<file path="src/rtl/karatsuba_pkg.sv">
`default_nettype none
// ============================================================================
// Module      : karatsuba_pkg
// Description : Shared definitions for the Karatsuba arithmetic unit: default
//               operand widths, divider FSM state encoding and counter width.
// Revision    : 1.0 - initial release
// ============================================================================
package karatsuba_pkg;

    // Dividend / quotient width; a divide takes this many iterations.
    localparam int DEF_DIVIDEND_W = 16;

    // Divisor / remainder width, matching the multiplier operand width.
    localparam int DEF_DIVISOR_W  = 8;

    // Iteration counter width for the default dividend width.
    localparam int DEF_CNT_W      = $clog2(DEF_DIVIDEND_W);

    // Divider control states; the encoding is fixed so debug taps stay stable.
    typedef enum logic [1:0] {
        IDLE = 2'd0,
        CALC = 2'd1,
        DONE = 2'd2
    } div_state_t;

endpackage : karatsuba_pkg
`default_nettype wire

</file>
<file path="src/rtl/karatsuba_div_step.sv">
`default_nettype none
// ============================================================================
// Module      : karatsuba_div_step
// Description : One radix-2 restoring division step. Shifts the next dividend
//               bit into the partial remainder, compares against the divisor
//               and conditionally subtracts, producing one quotient bit.
// Revision    : 1.0 - initial release
// ============================================================================
module karatsuba_div_step
    import karatsuba_pkg::*;
#(
    parameter int DIVISOR_W = DEF_DIVISOR_W
) (
    input  logic [DIVISOR_W:0]   i_pr,
    input  logic                 i_dbit,
    input  logic [DIVISOR_W-1:0] i_divisor,
    output logic [DIVISOR_W:0]   o_pr,
    output logic                 o_qbit
);

    // The shifted value keeps one extra MSB so the compare is exact even
    // though, in normal operation, the incoming partial remainder is always
    // below the divisor and its top bit is zero.
    logic [DIVISOR_W+1:0] w_shifted;
    logic                 w_ge;
    logic [DIVISOR_W:0]   w_diff;

    assign w_shifted = {i_pr, i_dbit};
    assign w_ge      = (w_shifted >= {2'b00, i_divisor});

    // The true difference is below the divisor, so modular arithmetic on the
    // low DIVISOR_W+1 bits gives the exact result.
    assign w_diff    = w_shifted[DIVISOR_W:0] - {1'b0, i_divisor};

    assign o_pr      = w_ge ? w_diff : w_shifted[DIVISOR_W:0];
    assign o_qbit    = w_ge;

endmodule : karatsuba_div_step
`default_nettype wire

</file>
<file path="src/rtl/karatsuba_div_8.sv">
`default_nettype none
// ============================================================================
// Module      : karatsuba_div_8
// Description : Sequential radix-2 restoring divider, companion of the 8-bit
//               Karatsuba multiplier. Divides an unsigned dividend by an
//               unsigned divisor, one quotient bit per clock, with
//               valid/ready handshakes on operand and result sides.
//               Flags divide-by-zero and quotients too wide for a mult_8
//               operand.
// Revision    : 1.0 - initial release
// ============================================================================
module karatsuba_div_8
    import karatsuba_pkg::*;
#(
    parameter int DIVIDEND_W = DEF_DIVIDEND_W,
    parameter int DIVISOR_W  = DEF_DIVISOR_W
) (
    input  logic                  clk,
    input  logic                  rst,
    input  logic                  in_valid,
    output logic                  in_ready,
    input  logic [DIVIDEND_W-1:0] dividend,
    input  logic [DIVISOR_W-1:0]  divisor,
    output logic                  out_valid,
    input  logic                  out_ready,
    output logic [DIVIDEND_W-1:0] quotient,
    output logic [DIVISOR_W-1:0]  remainder,
    output logic                  div_zero,
    output logic                  q_ovf
);

    localparam int                CNT_W  = $clog2(DIVIDEND_W);
    localparam logic [CNT_W-1:0]  c_LAST = CNT_W'(DIVIDEND_W - 1);

    // ------------------------------------------------------------------
    // State, iteration and datapath registers
    // ------------------------------------------------------------------
    div_state_t            r_state;
    div_state_t            w_next_state;
    logic [CNT_W-1:0]      r_count;
    logic [DIVISOR_W:0]    r_pr;       // partial remainder
    logic [DIVIDEND_W-1:0] r_shift;    // dividend bits out at MSB, quotient bits in at LSB
    logic [DIVISOR_W-1:0]  r_divisor;

    // Result registers, updated only on entry to DONE
    logic [DIVIDEND_W-1:0] r_quotient;
    logic [DIVISOR_W-1:0]  r_remainder;
    logic                  r_div_zero;
    logic                  r_q_ovf;

    // Step outputs and handshake decodes
    logic [DIVISOR_W:0]    w_pr_next;
    logic                  w_qbit;
    logic [DIVIDEND_W-1:0] w_quot_final;
    logic                  w_accept;
    logic                  w_release;
    logic                  w_last_step;

    assign in_ready     = (r_state == IDLE);
    assign out_valid    = (r_state == DONE);
    assign w_accept     = in_valid && in_ready;
    assign w_release    = out_valid && out_ready;
    assign w_last_step  = (r_state == CALC) && (r_count == c_LAST);

    // Quotient as it stands once the current step's bit is shifted in.
    assign w_quot_final = {r_shift[DIVIDEND_W-2:0], w_qbit};

    assign quotient     = r_quotient;
    assign remainder    = r_remainder;
    assign div_zero     = r_div_zero;
    assign q_ovf        = r_q_ovf;

    // ------------------------------------------------------------------
    // Combinational shift / compare / subtract for the current iteration
    // ------------------------------------------------------------------
    karatsuba_div_step #(
        .DIVISOR_W (DIVISOR_W)
    ) u_step (
        .i_pr      (r_pr),
        .i_dbit    (r_shift[DIVIDEND_W-1]),
        .i_divisor (r_divisor),
        .o_pr      (w_pr_next),
        .o_qbit    (w_qbit)
    );

    // State register; reset aborts any operation in flight.
    always_ff @(posedge clk or posedge rst) begin
        if (rst) begin
            r_state <= IDLE;
        end else begin
            r_state <= w_next_state;
        end
    end

    // Next-state decode: zero divisor skips the iteration phase entirely.
    always_comb begin
        w_next_state = r_state;
        case (r_state)
            IDLE: begin
                if (w_accept) begin
                    w_next_state = (divisor == '0) ? DONE : CALC;
                end
            end
            CALC: begin
                if (r_count == c_LAST) begin
                    w_next_state = DONE;
                end
            end
            DONE: begin
                if (w_release) begin
                    w_next_state = IDLE;
                end
            end
            default: begin
                w_next_state = IDLE;
            end
        endcase
    end

    // Operand capture and one restoring iteration per CALC cycle.
    always_ff @(posedge clk or posedge rst) begin
        if (rst) begin
            r_count   <= '0;
            r_pr      <= '0;
            r_shift   <= '0;
            r_divisor <= '0;
        end else begin
            if (w_accept) begin
                r_count   <= '0;
                r_pr      <= '0;
                r_shift   <= dividend;
                r_divisor <= divisor;
            end else if (r_state == CALC) begin
                r_count   <= r_count + 1'b1;
                r_pr      <= w_pr_next;
                r_shift   <= w_quot_final;
            end
        end
    end

    // Result registers: loaded on the edge entering DONE, otherwise held.
    always_ff @(posedge clk or posedge rst) begin
        if (rst) begin
            r_quotient  <= '0;
            r_remainder <= '0;
            r_div_zero  <= 1'b0;
            r_q_ovf     <= 1'b0;
        end else begin
            if (w_accept && (divisor == '0)) begin
                r_quotient  <= '1;
                r_remainder <= dividend[DIVISOR_W-1:0];
                r_div_zero  <= 1'b1;
                r_q_ovf     <= 1'b1;
            end else if (w_last_step) begin
                r_quotient  <= w_quot_final;
                r_remainder <= w_pr_next[DIVISOR_W-1:0];
                r_div_zero  <= 1'b0;
                r_q_ovf     <= |w_quot_final[DIVIDEND_W-1:DIVISOR_W];
            end
        end
    end

endmodule : karatsuba_div_8
`default_nettype wire

</file>
<file path="config.mk">
export PLATFORM = sky130hd
export DESIGN_NAME = karatsuba_div_8
export DESIGN_NICKNAME = d
export VERILOG_FILES = /design/src/rtl/karatsuba_pkg.sv /design/src/rtl/karatsuba_div_step.sv /design/src/rtl/karatsuba_div_8.sv
export SDC_FILE = /design/constraint.sdc
export NUM_CORES = 1
export LEC_CHECK = 0
export CORE_ASPECT_RATIO = 0.75
export CORE_MARGIN = 2
export CORE_UTILIZATION = 53
export DETAILED_ROUTE_END_ITERATION = 16
export GPL_ROUTABILITY_DRIVEN = 0
export PLACE_DENSITY = 0.86
export SLEW_MARGIN = 10
export SYNTH_ARGS = -nofsm -noshare
export SYNTH_HDL_FRONTEND = slang
export SYNTH_SLANG_ARGS = --single-unit
</file>
<file path="constraint.sdc">
create_clock -name clk -period 2.7 [get_ports clk]
set_clock_uncertainty 0.05 [all_clocks]
set_input_delay 0.54 -clock clk [delete_from_list [all_inputs] [get_ports clk]]
set_output_delay 0.54 -clock clk [all_outputs]
set_load 0.01 [all_outputs]
</file>
* Word level (Yosys, flattened, before mapping)
Cells that the tools add are included.
** Word-level totals
- Register bits :: 65
- Latch bits :: 0
- Memory bits (writable) :: 0
- Bits in read-only memories :: 0
- Input port bits :: 28
- Output and inout port bits :: 28
- Word-level logic and storage cells :: 48
- Memories kept :: 0
** Cells by class
- $add $sub $neg :: 2
- Multiply operators :: 0
- Divide/modulo/power cells :: 0
- $lt $le $gt $ge :: 1
- Equal/unequal tests :: 6
- Shift operators :: 0
- Mux-type cells :: 20
- Bitwise gates (word level) :: 0
- Reduce and logical (&&, ||, !) cells :: 10
** Operators with widths (count)
- 2-to-1 mux 16 bit :: 4
- 2-to-1 mux 9 bit :: 3
- 2-to-1 mux 8 bit :: 2
- >= comparator 10 x 8 -> 1 bit :: 1
- subtractor 9 x 8 -> 9 bit :: 1
- zero test 8 bit :: 1
- 2-to-1 mux 2 bit :: 4
- 2-to-1 mux 4 bit :: 2
- OR reduction 8 bit :: 1
- one-hot mux 2 bit (3 select lines) :: 1
- adder 4 x 1 -> 4 bit, second input constant :: 1
- equality test 4 bit, second input constant :: 1
- logical AND 1 bit :: 4
- 2-to-1 mux 1 bit :: 4
- inequality test 2 x 1 -> 1 bit, second input constant :: 2
- nonzero test 2 bit :: 2
- AND reduction 3 bit :: 1
- equality test 2 x 1 -> 1 bit, second input constant :: 1
- equality test 2 bit, second input constant :: 1
- zero test 2 bit :: 1
- inequality test 2 bit, second input constant :: 1

* Depth between registers and ports, before layout
- Word-level depth :: 4
- Gate-level depth with buffers :: 10
- Depth with buffers taken out :: 9

* Cells and area by module
A second synthesis with hierarchy kept.
** Second synthesis, totals
- Cells, all modules :: 388
- Area, all modules :: 3444.6 sq um
** Modules (own cells, without submodules)
- karatsuba_div_8 :: instances 1, cells each 313, area an instance 2921.6 sq um, sequential area each 1626.6 sq um
- karatsuba_div_step :: instances 1, cells each 75, area an instance 523.0 sq um, sequential area each 0.0 sq um

* Least setup slack after synthesis
No wires, ideal clock.
- Kind :: reg2reg
- Start :: register r_shift[15]
- End :: register r_pr[0]
- Library setup time :: 76 ps
- Arrival :: 2283 ps
- Data required time :: 2574 ps
- Slack :: 291 ps
- Stages on the path, launching flop included :: 10
- Buffers on the path :: 0
- Clock period less this slack :: 2409 ps
- Cells stage by stage :: dfrtp_1 -> inv_1 -> ha_1 -> inv_1 -> fa_1 -> a211oi_4 -> o21ai_2 -> a211oi_4 -> mux2_4 -> o21ai_1
** On the way
- Word-level cells in the longest chain between the ends :: 4
- Elaborated cells between the ends (all ways) :: 5
- Those cells by class :: add/sub: 1; order compare: 1; mux: 3
** Ends and longest elaborated chain
- start: declaration :: line karatsuba_div_8.sv:42 : logic [DIVIDEND_W-1:0] r_shift;
- start signal: assignment :: line karatsuba_div_8.sv:131 : r_shift <= dividend;
- start signal: assignment :: line karatsuba_div_8.sv:136 : r_shift <= w_quot_final;
- subtractor 9 x 8 -> 9 bit or >= comparator 10 x 8 -> 1 bit (tied branches) :: line karatsuba_div_step.sv:33, karatsuba_div_step.sv:29
- 2-to-1 mux 9 bit (*) :: line karatsuba_div_step.sv:35 : assign o_pr = w_ge ? w_diff : w_shifted[DIVISOR_W:0];
- 2-to-1 mux 9 bit (*) :: line karatsuba_div_8.sv:133 : end else if (r_state == CALC) begin
- 2-to-1 mux 9 bit (*) :: line karatsuba_div_8.sv:128 : if (w_accept) begin
- end signal: assignment :: line karatsuba_div_8.sv:135 : r_pr <= w_pr_next;
- end: declaration :: line karatsuba_div_8.sv:41 : logic [DIVISOR_W:0] r_pr;
Mark *: on every way between the ends. The rest lies on a longest branch, timed or not. The select of a mux whose other input is x is not followed.
A chain may end at the register's enable or synchronous reset.

* Final worst setup path
Ends and elaborated chain as after synthesis.

==> results.py <==
metrics = {
    "outcome": {
        "outcome": "finished, final reports clean",
    },
    "timing": {
        "min_period_ns": 2.62,
        "clock.fmax_mhz": 382,
        "slew_violations": 0,
        "timing.hold.ws_ns": 0.436,
        "hold_viol": 0,
        "tightestPinTransition_ns": 0.975,
        "maxSlewHeadroom": 0.347,
        "setup_viol": 0,
        "min_period_over_period": 0.970,
    },
    "synth": {
        "synth_flop_cell": "dfrtp_1",
        "ys_seq_elements": 65,
        "synth.avg_cell_area_sq_um": 10.0,
        "ys_seq_area_frac": 0.508,
        "synth_edf_count": 0,
        "syn-num-nets": 357,
        "ys.warnings.count": 0,
        "async_flop_share": 1.00,
        "synth_cell_types": 47,
        "synth_area_sq_um": 3200,
        "syn_inst": 319,
    },
    "drt": {
        "via_count": 2770,
        "avgViaCountPerCell": 6.01,
        "drt-pass1-iter-count": 5,
        "drtIter0Drc": 271,
        "drtAntennaViolNets": 0,
        "drc": 0,
        "wirelength_um": 8310,
        "wl_per_cell_um": 18.0,
    },
    "floorplanning": {
        "core_area_sq_um": 5830,
        "row_count": 24,
        "start_util": 0.549,
        "die_h_um": 71.3,
        "ioPinCount": 56,
        "die_x_um": 93.7,
        "die-area_sq_um": 6680,
    },
    "cts": {
        "cts_root_buf": "clkbuf_8",
        "cts_buffer_depth": 2,
        "numClockSinks": 65,
        "cts_tree": "built",
        "h-tree-depth": 3,
        "clk_latency_ns": 0.36,
        "path_clk_slew_ns": 0.07,
        "cts_buffers": 9,
    },
    "critical_path": {
        "start_kind": "register",
        "cp_num_buf_inv": 3,
        "r2r-end": "r_pr[0]$_DFFE_PP0P_",
        "endpoint": "r_pr[0]$_DFFE_PP0P_",
        "r2r_cells": 10,
        "crit_arrival_ns": 2.85,
        "startpoint": "r_shift[15]$_DFFE_PP0P_",
        "rr_startpoint": "r_shift[15]$_DFFE_PP0P_",
        "worst-setup-path-type": "reg2reg",
        "cpPeakStageDelay_ns": 0.43,
        "crit_path_max_fanout": 16,
        "r2r_setup_slack_ns": 0.08,
        "path_depth": 10,
        "end_kind": "register",
        "critPathTopFamily": "compound AO/OA/AOI/OAI gates",
        "crit_slowest_cell": "fa_1",
        "cp.required_ns": 2.93,
        "critical_path.cell_chain": "inv_1 -> ha_1 -> inv_1 -> fa_1 -> a211oi_4 -> o21ai_2 -> a211oi_4 -> buf_12 -> mux2_4 -> o21ai_1",
    },
    "place": {
        "post_dp_cell_area_sq_um": 3870,
        "dp.final_hpwl_um": 5980,
        "portBuffers": 55,
    },
    "layout": {
        "final_common_cell": "dfrtp_1",
        "final_cell_area_sq_um": 4120,
        "drive_gt1_frac": 0.112,
        "diodes": 0,
        "final_cell_mix": "dfrtp_1 (65), nand2_1 (56), clkdlybuf4s50_1 (55), o21ai_0 (17)",
        "finalNetCount": 416,
        "syn_to_final_growth_pct": 28.8,
    },
    "pwr": {
        "power.density_nw_per_um2": 1440,
        "ir_worst_vdd_v": 0.000804,
        "cellLeakagePower_nw": 1.79,
    },
    "job": {
        "max_cap_violations": 0,
    },
    "hold_path": {
        "hp-class": "reg2reg",
    },
    "global_routing": {
        "grt_pass1_wl_um": 13900,
        "gr-total-overflow": 0,
        "grt_use_total": 0.272,
        "grt_pass1_vias": 2781,
        "grt_max_degree": 46,
        "antenna_found_initial": 0,
    },
}
cell families (layout without fill, tap and decap cells):
logic type	after synthesis	in the layout	share of synthesized area
buffers and inverters	30	94	0.0391
adder cells (fa/ha/maj)	10	10	0.0414
AO/OA/AOI/OAI	89	89	0.209
flip-flops	65	65	0.508
multiplexers	8	8	0.0266
XOR/XNOR	3	3	0.00821
AND/OR/NAND/NOR	114	114	0.167
per-layer routing:
| layer | wire (um) | up-vias | GRT usage |
|---|---|---|---|
| met1 | 3610 | 1366 | 0.379 |
| met5 | 0 | - | 0 |
| met4 | 159 | 0 | 0.0886 |
| li1 | - | 1273 | - |
| met2 | 3900 | 115 | 0.403 |
| met3 | 643 | 16 | 0.0957 |
metrics by stage:
step / total power, W / util / worst slack [ns] / std cells / setup TNS, ns
3_5_place_dp: 0.00484 / 0.665 / 0.0111 / 444 / 0
2_1_floorplan: 0.00379 / - / 0.291 / 319 / 0
4_1_cts: 0.00580 / 0.704 / 0.0780 / 460 / 0
6_report: 0.00593 / 0.708 / 0.0823 / 461 / 0
5_1_grt: 0.00635 / 0.708 / -0.00809 / 461 / -0.0198
3_3_place_gp: 0.00467 / 0.665 / 0.0733 / 444 / 0
worst min path at each step:
stage                                       from                      to  cells past startpoint
after floorplan           r_count[3]$_DFFE_PP0P_  r_count[3]$_DFFE_PP0P_                      1
after global placement    r_count[3]$_DFFE_PP0P_  r_count[3]$_DFFE_PP0P_                      1
after detailed placement    div_zero$_DFFE_PP0P_    div_zero$_DFFE_PP0P_                      2
after CTS                 r_count[3]$_DFFE_PP0P_  r_count[3]$_DFFE_PP0P_                      1
after global routing      r_count[3]$_DFFE_PP0P_  r_count[3]$_DFFE_PP0P_                      1
final                     r_count[3]$_DFFE_PP0P_  r_count[3]$_DFFE_PP0P_                      1
timing repair:
item,in CTS,in global routing
hold buffers,0,0
buffers inserted,0,1
endpoints found under the setup margin,0,8
gates resized for setup,0,3
power by group:
| part | internal (W) | total, W | switching (W) | leakage, nW |
|---|---|---|---|---|
| logic | 0.00148 | 0.00314 | 0.00166 | 0.896 |
| registers | 0.00146 | 0.00183 | 0.000372 | 0.776 |
| clock network | 0.000548 | 0.000957 | 0.000409 | 0.116 |
| total | 0.00349 | 0.00593 | 0.00244 | 1.79 |
state kept, by name (all words and copies together), names as in the netlist:
signal and flops:
quotient 16, r_shift 16, r_pr 9, r_divisor 8, remainder 8, r_count 4
r_state 2, div_zero 1, q_ovf 1
worst reg2reg max path, cell delays in order, from the launching register on:
cell and delay (ns):
dfrtp_1 0.37, inv_1 0.09, ha_1 0.16, inv_1 0.05, fa_1 0.43, a211oi_4 0.33
o21ai_2 0.13, a211oi_4 0.28, buf_12 0.19, mux2_4 0.31, o21ai_1 0.15
cell usage after synthesis, types with 5 or more instances:
| cell | count | area share |
|---|---|---|
| clkbuf_1 | 12 | 0.014 |
| mux2i_1 | 7 | 0.022 |
| dfrtp_1 | 65 | 0.51 |
| nor2_1 | 13 | 0.015 |
| inv_1 | 12 | 0.014 |
| o21ai_1 | 7 | 0.011 |
| a22oi_1 | 15 | 0.035 |
| a21oi_1 | 9 | 0.014 |
| nor3_1 | 6 | 0.0094 |
| nand2_1 | 56 | 0.066 |
| nand3_1 | 10 | 0.016 |
| nor2b_1 | 5 | 0.0098 |
| o21ai_0 | 17 | 0.027 |
| ha_1 | 9 | 0.035 |
| o22a_1 | 15 | 0.041 |
layout make-up:
class	instances	area [sq um]
clock inverter	6	91.3
sequential	65	1630
clock buffer	10	138
multi-input combinational	224	1470
inverter	12	45.0
tap	78	97.6
fill	437	1700
timing repair buffer	66	658
Note: power is estimated with default switching activity, not from simulation.
==> patch: new RTL, same settings <==
Encoding of `div_state_t`: now one-hot (3 bits for 3 states).
--- a/src/rtl/karatsuba_pkg.sv
+++ b/src/rtl/karatsuba_pkg.sv
@@ -18,8 +18,8 @@
 
     // Divider control states; the encoding is fixed so debug taps stay stable.
-    typedef enum logic [1:0] {
-        IDLE = 2'd0,
-        CALC = 2'd1,
-        DONE = 2'd2
+    typedef enum logic [2:0] {
+        IDLE = 3'b001,
+        CALC = 3'b010,
+        DONE = 3'b100
     } div_state_t;
 
Function: same outputs for any inputs over 10 cycles, from zero or initial values and one cycle with rst high; not proved beyond that.
==> patch against the unedited design <==
- utilization up 1.7 points
- sequential cell count up 1
- clock power down 13%
- synthesized cell count unchanged
- count of clock-buffer cells in the layout up 4
- worst setup slack worse by 0.057 ns
- routed wire length up 1.8%
- design area up 3.0%
- power down 17%
- sequential share of layout area down 0.52 points
- via count up 0.97%
- synthesized area up 0.78%
- combinational power down 19%
- largest cell class unchanged
==> patch: results (changes against the unedited design) <==
Pwr
  – Int Power: 2.97 mW (-15%)
  – Lkg Pwr: 1.86 nW (+4.0%)
  – Worst IR Drop VDD: 0.000731 V (-9.1%)

Clock network
  – Clk_lat worst skew: 0.34 ns (-0.02 ns)
  – CTS buffer count: 9 (unchanged)
  – Reg clk slew, reported paths: 0.07 ns (about the same)
  – Bufs on Longest Clock Path: 2 (unchanged)
  – CTS H-Tree Depth: 3 (unchanged)

Synthesis
  – Synth Flop Type: dfrtp_1
  – Avg Inst Size Synth: 10.1 µm² (+0.78%)
  – Distinct cell type count of the synthesized netlist: 52 (+11%)
  – Synth cell count leaders: dfrtp_1 (65), nand2_1 (49), o21ai_0 (20)
  – Ranking of synthesized cells by area: dfrtp_1 (50%), nand2_1 (5.7%), o22a_1 (3.8%)
  – FFs w/ async S/R, synth: 1.00 (unchanged)
  – Syn_nets: 357 (unchanged)
  – Seq/Total Area, Yosys: 0.512 (+0.00420)
  – Warning count from the yosys run: 0 (unchanged)

Detailed routing
  – Met3 WL post-DR: 713 µm (+11%)
  – DR top layer: met4
  – Routed wl met2: 3960 µm (+1.6%)
  – Router iterations before antenna repair: 4 (-1)
  – Wire length on met1: 3730 µm (+3.4%)
  – DRT iter0 DRCs: 326 (+20%)
  – Detailed-route via count: 2797 (+0.97%)
  – Final WL: 8460 µm (+1.8%)

STA
  – Hold Slack: 0.429 ns (-0.00698 ns)
  – Max-slew headroom: 0.708 (+0.360)
  – TNS Setup: 0 ns (unchanged)

Final layout
  – Nets@finish: 425 (+2.2%)
  – Number of fill cells: 422 (-3.4%)
  – Share of cells above drive strength 1: 0.140 (+0.0280)
  – Final Instance Count excl. Fillers: 470 (+2.0%)

Worst hold path
  – Min-delay src: div_zero$_DFFE_PP0P_
  – Worst hold path cell count: 2 (+1)
  – Hold Path Sink: div_zero$_DFFE_PP0P_
  – Min-delay worst type: reg -> reg

Place
  – DP Wirelength: 5530 µm (-7.4%)
  – Cells after DPL: 446 (+0.45%)
  – DP Worst Slack: -0.0538 ns (-0.0649 ns)
  – I/O Buffers: 55 (unchanged)
  – DP Area: 3920 µm² (+1.2%)

Setup path
  – Reg-to-Reg Start: r_shift[15]$_DFFE_PP0P_
  – Worst Path Max Fanout: 4 (-12)
  – R2R Setup Slk: 0.03 ns (-0.06 ns)
  – Critical path arrival: 2.84 ns (about the same)
  – Worst reg2reg path depth: 10 (unchanged)
  – R2r endpoint: remainder[1]$_DFFE_PP0P_

Global routing
  – Largest net degree at the start of global routing: 67 (+46%)
  – Initial antenna violation count: 0 (unchanged)
  – First-pass GRT wire length: 13200 µm (-5.1%)
  – Met2 usage: 0.391 (-0.0119)
  – Vias in the first global route: 2687 (-3.4%)
  – GR Util All Layers: 0.256 (-0.0162)
  – GR Layer Usage met1: 0.368 (-0.0113)
  – Met3 Use GR: 0.0652 (-0.0305)

Job
  – Max Cap Viol: 0 (unchanged)

Run status
  – Outcome: finished clean
==> patch: cell types whose count changed after synthesis, moves of 3 or more <==
cell / before / now
o21ai_1: 7 / 2
nand2_1: 56 / 49
buf_2: 4 / 1
o211ai_2: 4 / 0
o21ai_0: 17 / 20
clkbuf_1: 12 / 15
a21o_1: 4 / 1
a31oi_1: 0 / 5
nor2_1: 13 / 16
a21oi_1: 9 / 15
xor2_1: 3 / 7
==> patch: how the worst max path moves through the flow <==
| stage | slack (ns) | to | cells after the start | from |
|---|---|---|---|---|
| after detailed placement | -0.05 | remainder[3]$_DFFE_PP0P_ | 10 | r_shift[15]$_DFFE_PP0P_ |
| after global placement | 0.11 | remainder[2]$_DFFE_PP0P_ | 10 | r_shift[15]$_DFFE_PP0P_ |
| after global routing | -0.04 | r_pr[3]$_DFFE_PP0P_ | 10 | r_shift[15]$_DFFE_PP0P_ |
| after CTS | 0.01 | remainder[3]$_DFFE_PP0P_ | 10 | r_shift[15]$_DFFE_PP0P_ |
| after floorplan | 0.05 | r_shift[0]$_DFFE_PP0P_ | 10 | r_shift[15]$_DFFE_PP0P_ |
| final | 0.03 | remainder[1]$_DFFE_PP0P_ | 10 | r_shift[15]$_DFFE_PP0P_ |
==> patch: cell type report <==
| class | instances | area [µm²] | share of cell area |
|---|---|---|---|
| tap | 78 | 97.6 | 0.0230 |
| sequential | 66 | 1650 | 0.389 |
| clock inverter | 2 | 35.0 | 0.00825 |
| multi-input combinational | 222 | 1520 | 0.357 |
| clock buffer | 14 | 163 | 0.0383 |
| inverter | 12 | 45.0 | 0.0106 |
| timing repair buffer | 76 | 737 | 0.174 |
==> patch: critical path, stage by stage (launching register included) <==
cell and delay (ns):
dfrtp_1 0.38, inv_2 0.08, ha_4 0.13, inv_2 0.05, fa_2 0.40, a211oi_4 0.28, o21ai_2 0.10, a2111oi_4 0.50
buf_4 0.20, mux2i_2 0.25, o21ai_0 0.12
==> patch: power groups by stage <==
stage          clock network (mW)  logic [mW]  registers (mW)
5_1_grt                     0.887        2.75            1.57
3_3_place_gp                    0        1.93            1.52
2_1_floorplan                   0        1.48            1.47
6_report                    0.832        2.54            1.55
4_1_cts                     0.840        2.05            1.52
3_5_place_dp                    0        2.00            1.53
==> patch: cell families (layout without fill, tap and decap cells) <==
logic type      count (synthesis)  after routing  share of synthesized area
flops                          66             66                      0.512
buf+inv                        31            104                     0.0423
simple gates                  104            104                      0.153
fa+ha+maj                      10             10                     0.0411
xor+xnor                        8              8                     0.0217
compound gates                 93             93                      0.208
mux                             7              7                     0.0221
==> patch: repair_timing <==
item / CTS / global route
hold endpoints to repair: 0 / 0
gates resized for setup: 1 / 22
pin swaps: 1 / 7
setup endpoints to repair: 7 / 18
gates cloned: 0 / 1
buffers inserted: 0 / 7
